--- src/rtl/lc3_ctrl_pkg.sv ---
// Shared definitions for the LC-3 multi-cycle controller:
// the state encoding, opcodes and datapath select encodings.
package lc3_ctrl_pkg;

  typedef enum logic [4:0] {
    S_FETCH0, S_FETCH1, S_FETCH2, S_DECODE,
    S_ALU, S_BR, S_JSR0, S_JSR1, S_JMP, S_LEA,
    S_ADR, S_IND0, S_IND1, S_RD, S_WB, S_STD, S_WR,
    S_HALT
  } state_e;

  localparam logic [3:0] OP_BR   = 4'b0000;
  localparam logic [3:0] OP_ADD  = 4'b0001;
  localparam logic [3:0] OP_LD   = 4'b0010;
  localparam logic [3:0] OP_ST   = 4'b0011;
  localparam logic [3:0] OP_JSR  = 4'b0100;
  localparam logic [3:0] OP_AND  = 4'b0101;
  localparam logic [3:0] OP_LDR  = 4'b0110;
  localparam logic [3:0] OP_STR  = 4'b0111;
  localparam logic [3:0] OP_RTI  = 4'b1000;
  localparam logic [3:0] OP_NOT  = 4'b1001;
  localparam logic [3:0] OP_LDI  = 4'b1010;
  localparam logic [3:0] OP_STI  = 4'b1011;
  localparam logic [3:0] OP_JMP  = 4'b1100;
  localparam logic [3:0] OP_RES  = 4'b1101;
  localparam logic [3:0] OP_LEA  = 4'b1110;
  localparam logic [3:0] OP_TRAP = 4'b1111;

  localparam logic [1:0] ALU_PASS = 2'b00;
  localparam logic [1:0] ALU_ADD  = 2'b01;
  localparam logic [1:0] ALU_AND  = 2'b10;
  localparam logic [1:0] ALU_NOT  = 2'b11;

  localparam logic [1:0] PC_INC = 2'b00;
  localparam logic [1:0] PC_EAB = 2'b01;

  localparam logic [1:0] EAB2_ZERO  = 2'b00;
  localparam logic [1:0] EAB2_OFF6  = 2'b01;
  localparam logic [1:0] EAB2_OFF9  = 2'b10;
  localparam logic [1:0] EAB2_OFF11 = 2'b11;

  // States that hold for MEM_WAIT+1 cycles on a memory access.
  function automatic logic is_wait_state(input state_e s);
    return (s == S_FETCH1) || (s == S_IND0) || (s == S_RD) || (s == S_WR);
  endfunction

endpackage

--- src/rtl/lc3_wait_counter.sv ---
// Memory wait-state counter: counts while start_i is high and flags
// the final cycle of a MEM_WAIT+1 cycle access.
module lc3_wait_counter #(
  parameter int unsigned MEM_WAIT = 0
) (
  input  logic clk,
  input  logic rst_n,
  input  logic start_i,
  input  logic clear_i,
  output logic done_o
);

  logic [3:0] cnt_q;
  logic [3:0] cnt_d;

  always_comb begin
    if (clear_i) begin
      cnt_d = 4'd0;
    end else if (start_i) begin
      cnt_d = cnt_q + 4'd1;
    end else begin
      cnt_d = cnt_q;
    end
  end

  always_ff @(posedge clk or negedge rst_n) begin
    if (!rst_n) begin
      cnt_q <= 4'd0;
    end else begin
      cnt_q <= cnt_d;
    end
  end

  assign done_o = start_i && (cnt_q == 4'(MEM_WAIT));

endmodule

--- src/rtl/lc3_controller_p.sv ---
// Parametrised multi-cycle LC-3 control unit with memory wait states,
// full addressing modes, run/halt handshake and retired-instruction counter.
module lc3_controller_p
  import lc3_ctrl_pkg::*;
#(
  parameter int unsigned MEM_WAIT  = 0,
  parameter int unsigned CNT_WIDTH = 16
) (
  input  logic                 clk,
  input  logic                 reset,
  input  logic [15:0]          IR,
  input  logic                 N,
  input  logic                 Z,
  input  logic                 P,
  input  logic                 run,
  output logic [1:0]           aluControl,
  output logic                 enaALU,
  output logic                 enaMARM,
  output logic                 enaPC,
  output logic                 enaMDR,
  output logic [2:0]           SR1,
  output logic [2:0]           SR2,
  output logic [2:0]           DR,
  output logic                 regWE,
  output logic                 flagWE,
  output logic                 memWE,
  output logic                 ldPC,
  output logic                 ldIR,
  output logic                 ldMAR,
  output logic                 ldMDR,
  output logic [1:0]           selPC,
  output logic                 selEAB1,
  output logic [1:0]           selEAB2,
  output logic                 selMDR,
  output logic                 halted,
  output logic                 illegal,
  output logic [CNT_WIDTH-1:0] retired
);

  state_e               state_q, state_d;
  logic [CNT_WIDTH-1:0] retired_q;
  logic                 illegal_q;
  logic                 wait_st_s, wait_done_s, wait_clr_s, retire_s;
  logic [3:0]           op_s;
  logic                 unused_ir_s;

  assign op_s        = IR[15:12];
  assign unused_ir_s = ^IR[5:3];
  assign wait_st_s   = is_wait_state(state_q);
  assign wait_clr_s  = wait_done_s || !wait_st_s;

  lc3_wait_counter #(.MEM_WAIT(MEM_WAIT)) u_wait (
    .clk     (clk),
    .rst_n   (reset),
    .start_i (wait_st_s),
    .clear_i (wait_clr_s),
    .done_o  (wait_done_s)
  );

  always_comb begin
    state_d    = state_q;
    aluControl = ALU_PASS;
    enaALU     = 1'b0;
    enaMARM    = 1'b0;
    enaPC      = 1'b0;
    enaMDR     = 1'b0;
    SR1        = IR[11:9];
    SR2        = IR[2:0];
    DR         = IR[11:9];
    regWE      = 1'b0;
    flagWE     = 1'b0;
    memWE      = 1'b0;
    ldPC       = 1'b0;
    ldIR       = 1'b0;
    ldMAR      = 1'b0;
    ldMDR      = 1'b0;
    selPC      = PC_INC;
    selEAB1    = 1'b0;
    selEAB2    = EAB2_ZERO;
    selMDR     = 1'b0;
    halted     = 1'b0;
    case (state_q)
      S_FETCH0: begin
        enaPC   = 1'b1;
        ldMAR   = 1'b1;
        state_d = run ? S_FETCH1 : S_FETCH0;
      end
      S_FETCH1: begin
        selMDR  = 1'b1;
        ldMDR   = wait_done_s;
        ldPC    = wait_done_s;
        state_d = wait_done_s ? S_FETCH2 : S_FETCH1;
      end
      S_FETCH2: begin
        enaMDR  = 1'b1;
        ldIR    = 1'b1;
        state_d = S_DECODE;
      end
      S_DECODE: begin
        case (op_s)
          OP_ADD, OP_AND, OP_NOT:                 state_d = S_ALU;
          OP_BR:                                  state_d = S_BR;
          OP_JSR:                                 state_d = S_JSR0;
          OP_JMP:                                 state_d = S_JMP;
          OP_LEA:                                 state_d = S_LEA;
          OP_LD, OP_LDR, OP_LDI, OP_ST, OP_STR, OP_STI: state_d = S_ADR;
          default:                                state_d = S_HALT;
        endcase
      end
      S_ALU: begin
        case (op_s)
          OP_ADD:  aluControl = ALU_ADD;
          OP_AND:  aluControl = ALU_AND;
          default: aluControl = ALU_NOT;
        endcase
        SR1     = IR[8:6];
        enaALU  = 1'b1;
        regWE   = 1'b1;
        flagWE  = 1'b1;
        state_d = S_FETCH0;
      end
      S_BR: begin
        selPC   = PC_EAB;
        selEAB2 = EAB2_OFF9;
        ldPC    = (N & IR[11]) | (Z & IR[10]) | (P & IR[9]);
        state_d = S_FETCH0;
      end
      S_JSR0: begin
        enaPC   = 1'b1;
        regWE   = 1'b1;
        DR      = 3'd7;
        state_d = S_JSR1;
      end
      S_JSR1: begin
        ldPC  = 1'b1;
        selPC = PC_EAB;
        if (IR[11]) begin
          selEAB2 = EAB2_OFF11;
        end else begin
          selEAB1 = 1'b1;
          SR1     = IR[8:6];
        end
        state_d = S_FETCH0;
      end
      S_JMP: begin
        ldPC    = 1'b1;
        selPC   = PC_EAB;
        selEAB1 = 1'b1;
        SR1     = IR[8:6];
        state_d = S_FETCH0;
      end
      S_LEA: begin
        enaMARM = 1'b1;
        selEAB2 = EAB2_OFF9;
        regWE   = 1'b1;
        state_d = S_FETCH0;
      end
      S_ADR: begin
        enaMARM = 1'b1;
        ldMAR   = 1'b1;
        if ((op_s == OP_LDR) || (op_s == OP_STR)) begin
          selEAB1 = 1'b1;
          selEAB2 = EAB2_OFF6;
          SR1     = IR[8:6];
        end else begin
          selEAB2 = EAB2_OFF9;
        end
        case (op_s)
          OP_LDI, OP_STI: state_d = S_IND0;
          OP_LD, OP_LDR:  state_d = S_RD;
          default:        state_d = S_STD;
        endcase
      end
      S_IND0: begin
        selMDR  = 1'b1;
        ldMDR   = wait_done_s;
        state_d = wait_done_s ? S_IND1 : S_IND0;
      end
      S_IND1: begin
        enaMDR  = 1'b1;
        ldMAR   = 1'b1;
        state_d = (op_s == OP_LDI) ? S_RD : S_STD;
      end
      S_RD: begin
        selMDR  = 1'b1;
        ldMDR   = wait_done_s;
        state_d = wait_done_s ? S_WB : S_RD;
      end
      S_WB: begin
        enaMDR  = 1'b1;
        regWE   = 1'b1;
        flagWE  = 1'b1;
        state_d = S_FETCH0;
      end
      S_STD: begin
        enaALU  = 1'b1;
        ldMDR   = 1'b1;
        state_d = S_WR;
      end
      S_WR: begin
        memWE   = wait_done_s;
        state_d = wait_done_s ? S_FETCH0 : S_WR;
      end
      S_HALT: begin
        halted  = 1'b1;
        state_d = S_HALT;
      end
      default: begin
        state_d = S_FETCH0;
      end
    endcase
  end

  // Every instruction completes by returning to FETCH0; HALT never does.
  assign retire_s = (state_d == S_FETCH0) && (state_q != S_FETCH0);

  always_ff @(posedge clk or negedge reset) begin
    if (!reset) begin
      state_q   <= S_FETCH0;
      retired_q <= '0;
      illegal_q <= 1'b0;
    end else begin
      state_q <= state_d;
      if (retire_s) begin
        retired_q <= retired_q + CNT_WIDTH'(1);
      end
      if ((state_q == S_DECODE) && ((op_s == OP_RTI) || (op_s == OP_RES))) begin
        illegal_q <= 1'b1;
      end
    end
  end

  assign retired = retired_q;
  assign illegal = illegal_q;

endmodule

--- config.mk ---
export PLATFORM = sky130hd
export DESIGN_NAME = lc3_controller_p
export DESIGN_NICKNAME = d
export VERILOG_FILES = /design/src/rtl/lc3_ctrl_pkg.sv /design/src/rtl/lc3_wait_counter.sv /design/src/rtl/lc3_controller_p.sv
export SDC_FILE = /design/constraint.sdc
export NUM_CORES = 1
export LEC_CHECK = 0
export CORE_ASPECT_RATIO = 1.5
export CORE_MARGIN = 1
export CORE_UTILIZATION = 43
export CTS_CLUSTER_DIAMETER = 60
export CTS_CLUSTER_SIZE = 24
export DETAILED_ROUTE_END_ITERATION = 10
export HOLD_SLACK_MARGIN = 0.03
export PLACE_DENSITY = 0.84
export SLEW_MARGIN = 5
export SYNTH_ARGS = -nofsm -noshare
export SYNTH_HDL_FRONTEND = slang
export SYNTH_SLANG_ARGS = --single-unit
--- constraint.sdc ---
create_clock -name clk -period 2.1 [get_ports clk]
set_input_delay 0.315 -clock clk [delete_from_list [all_inputs] [get_ports clk]]
set_output_delay 0.315 -clock clk [all_outputs]
set_load 0.01 [all_outputs]
==> flow_metrics.env <==
export IMPL_max_slew_worst_pin_slew_ns=0.484
export IMPL_grt_overflow=0
export IMPL_setup_worst_path_start="state_q[2]"
export IMPL_outcome="finished, violations left"
export IMPL_arrival_ns=2.10
export IMPL_ys_warn_count=0
export IMPL_finalMaxSlewViolations=0
export IMPL_wirelength_mm=8.99
export IMPL_fin_nets=406
export IMPL_cts_hold_buf=0
export IMPL_die_area_mm2=0.00554
export IMPL_drive_gt1_share_pct=48.9
export IMPL_instances_no_fill=446
export IMPL_p_leak_nw=1.79
export IMPL_die_h_um=90.7
export IMPL_area_growth_pct=74.6
export IMPL_synth_area_mm2=0.00225
export IMPL_path_max_fanout=4
export IMPL_grt_pass1_wl_mm=12.5
export IMPL_ant_nets=0
export IMPL_dr_pass1_iters=5
export IMPL_cp_top_family="simple AND/OR/NAND/NOR gates"
export IMPL_cts_buffers=3
export IMPL_peakVddDrop_uv=1280
export IMPL_crit_path_cell_trace="xnor2_2, or3_4, a21oi_4, nand2b_4, nand2_4, mux2_4, buf_6"
export IMPL_ys_top_cells_by_area="dfrtp_1 (29%), xor2_1 (7.0%), nor4_2 (5.0%)"
export IMPL_row_count=31
export IMPL_vias=2598
export IMPL_crit_slowest_cell="dfrtp_2"
export IMPL_final_setup_worst_slack_ns=-0.318
export IMPL_synth_edf_count=0
export IMPL_period_needed_ns=2.42
export IMPL_fin_skew_ns=0.00115
export IMPL_synth_main_ff_cell="dfrtp_1"
export IMPL_routedWlPerCell_um=20.2
export IMPL_via_per_inst=5.83
export IMPL_synth_most_common_cell="dfrtp_1"
export IMPL_fin_tns_setup_ns=-4.80
export IMPL_r2r_start="state_q[2]"
export IMPL_ys_ff_latch=26
export IMPL_start_util_pct=45.8
export IMPL_synth_commonest_cells="dfrtp_1 (26), nand2_1 (24), xor2_1 (18)"
export IMPL_dp_hpwl_mm=5.11
export IMPL_ios=68
export IMPL_cp_start_kind="flip-flop"
export IMPL_powerDensity_mw_per_mm2=1390
export IMPL_yosysSeqAreaShare_pct=28.9
export IMPL_synth_cells=254
export IMPL_grt_use_total_pct=29.8
export IMPL_drc=0
export IMPL_clock_sinks=26
export IMPL_grt_pass1_vias=2665
export IMPL_dp_cells=419
export IMPL_synth_avg_cell_area_um2=8.88
export IMPL_antenna_found_initial=0
export IMPL_htreeDepth=1
export IMPL_fin_crit_sh_pct=115
export IMPL_io_buffers=57
export IMPL_grt_max_degree=27
export IMPL_synth_distinct_cells=65
export IMPL_synth_largest_area_cell="dfrtp_1"
export IMPL_end_kind="output port"
export IMPL_clk_insertion_delay_late_ns=0.27
export IMPL_cp_num_buf_inv=1
export IMPL_clk_pin_slew_ns=0.09
export IMPL_synth_top_cell_area_share_pct=28.9
export IMPL_fp_dieW_um=61.1
export IMPL_maxCapViolations=0
export IMPL_cts_tree="built"
export IMPL_cts_buffer_depth=2
export IMPL_gp_congestion=0.912
export IMPL_drt_iter0_markers=159
export IMPL_final_setup_viol_count=25
export IMPL_cts_root_buf="clkbuf_8"
export IMPL_hp_class="input pin to async pin"
export IMPL_async_reset_ff_share_pct=100
export IMPL_synth_net_count=279
export IMPL_max_freq_mhz=414
export IMPL_hold_viol=0
export IMPL_path_class="flip-flop to output port"
export IMPL_antennaDiodeCount=0
export IMPL_rsz0062_at_grt="true"
export IMPL_slew_headroom_pct=67.3
export IMPL_holdWs_ns=0.397
export IMPL_worstPathRequired_ns=1.78
export IMPL_core_area_mm2=0.00493
export IMPL_max_stage_delay_ns=0.45
export IMPL_violations="setup timing"
## cell families (layout without fill, tap and decap cells)
kind of cell	Yosys count	after routing	synth area share, %
buffers and inverters	31	157	7.71
AOI/OAI and AO/OA	44	44	14.6
and+or+nand+nor	120	120	35.2
DFF	26	26	28.9
muxes	5	5	2.39
xor gates and xnor gates	23	23	8.93
other	1	1	0.166
adders and majority gates	4	4	2.11
## cell type report
type                    instances  area, µm²
inverters                       8       42.5
flip-flops and latches         26        652
repair buffers                145       1290
multi-input cells             197       1800
clock buffers                   3       41.3
well taps                      66       82.6
clock inverters                 1       30.0
fillers                       293        990
## timing repair
item | 4_1_cts | 5_1_grt
setup endpoints to repair | 41 | 37
pin swaps | 8 | 10
gates cloned | 1 | 1
buffers inserted | 10 | 11
resized for setup | 141 | 52
## metal layers
layer / share of wire (%) / track usage [%] / wire, µm / up-vias
met1: 35 / 28.6 / 3130 / 1261
met5: 0 / 0 / 0 / -
met4: 6.0 / 20.3 / 536 / 0
li1: - / - / - / 1165
met2: 54 / 53.6 / 4840 / 126
met3: 5.4 / 5.30 / 483 / 46
## power breakdown
part	internal [mW]	switching, mW	total, mW
registers	0.596	0.126	0.721
logic	2.11	2.22	4.33
clock network	0.255	0.161	0.416
## flip-flops by register name (all words and copies together), names as in the netlist
signal / cells
illegal: 1
retired: 16
state_q: 5
u_wait.cnt_q: 4
## worst reg2reg max path: cells and delay by family, from the launching register on
kind	cells	cell delay (ns)
compound gates	2	0.27
buf+inv	5	0.72
simple gates	1	0.32
xor+xnor	1	0.16
mux	1	0.33
flops	1	0.45
## through the flow
step	util [%]	instance area, µm²	setup WS (ns)	power, mW
3_5_place_dp	66.6	3280	-0.509	3.75
4_1_cts	75.0	3690	-0.274	4.79
3_3_place_gp	66.6	3280	-0.377	3.68
2_1_floorplan	-	2260	-0.0124	2.38
5_1_grt	79.9	3940	-0.575	5.71
6_report	79.9	3940	-0.318	5.47
## path summary, 6_finish.rpt
check                             endpoint  slack [ns]  depth (start not counted)
max                                 SR1[0]       -0.32                          7
min                        u_wait.cnt_q[2]        0.40                          2
max reg2reg                     retired[1]       -0.25                         10
min reg2reg                    retired[15]        0.49                          1
max in group asynchronous       state_q[2]        1.44                          2
min in group clk               retired[15]        0.49                          1
## cells in the final DEF, fill, tap and decap left out, types with 3 or more instances in the layout
| master | count |
|---|---|
| buf_4 | 67 |
| clkdlybuf4s50_1 | 31 |
| dfrtp_1 | 25 |
| nand2_1 | 18 |
| xor2_1 | 17 |
| buf_6 | 16 |
| nor2_1 | 14 |
| buf_2 | 12 |
| a21oi_1 | 11 |
| nor4_4 | 10 |
| nand3_1 | 9 |
| nand2b_1 | 8 |
| clkbuf_2 | 7 |
| and3_1 | 6 |
| buf_12 | 6 |
| inv_1 | 5 |
| nand2_2 | 4 |
| nand4_1 | 4 |
| nor4b_4 | 4 |
| xnor2_1 | 4 |
| nor3_1 | 4 |
| or3_4 | 3 |
| nor2b_2 | 3 |
| nand2_4 | 3 |
| o211ai_1 | 3 |
| clkbuf_8 | 3 |
Power figures use the tool's default switching activity.
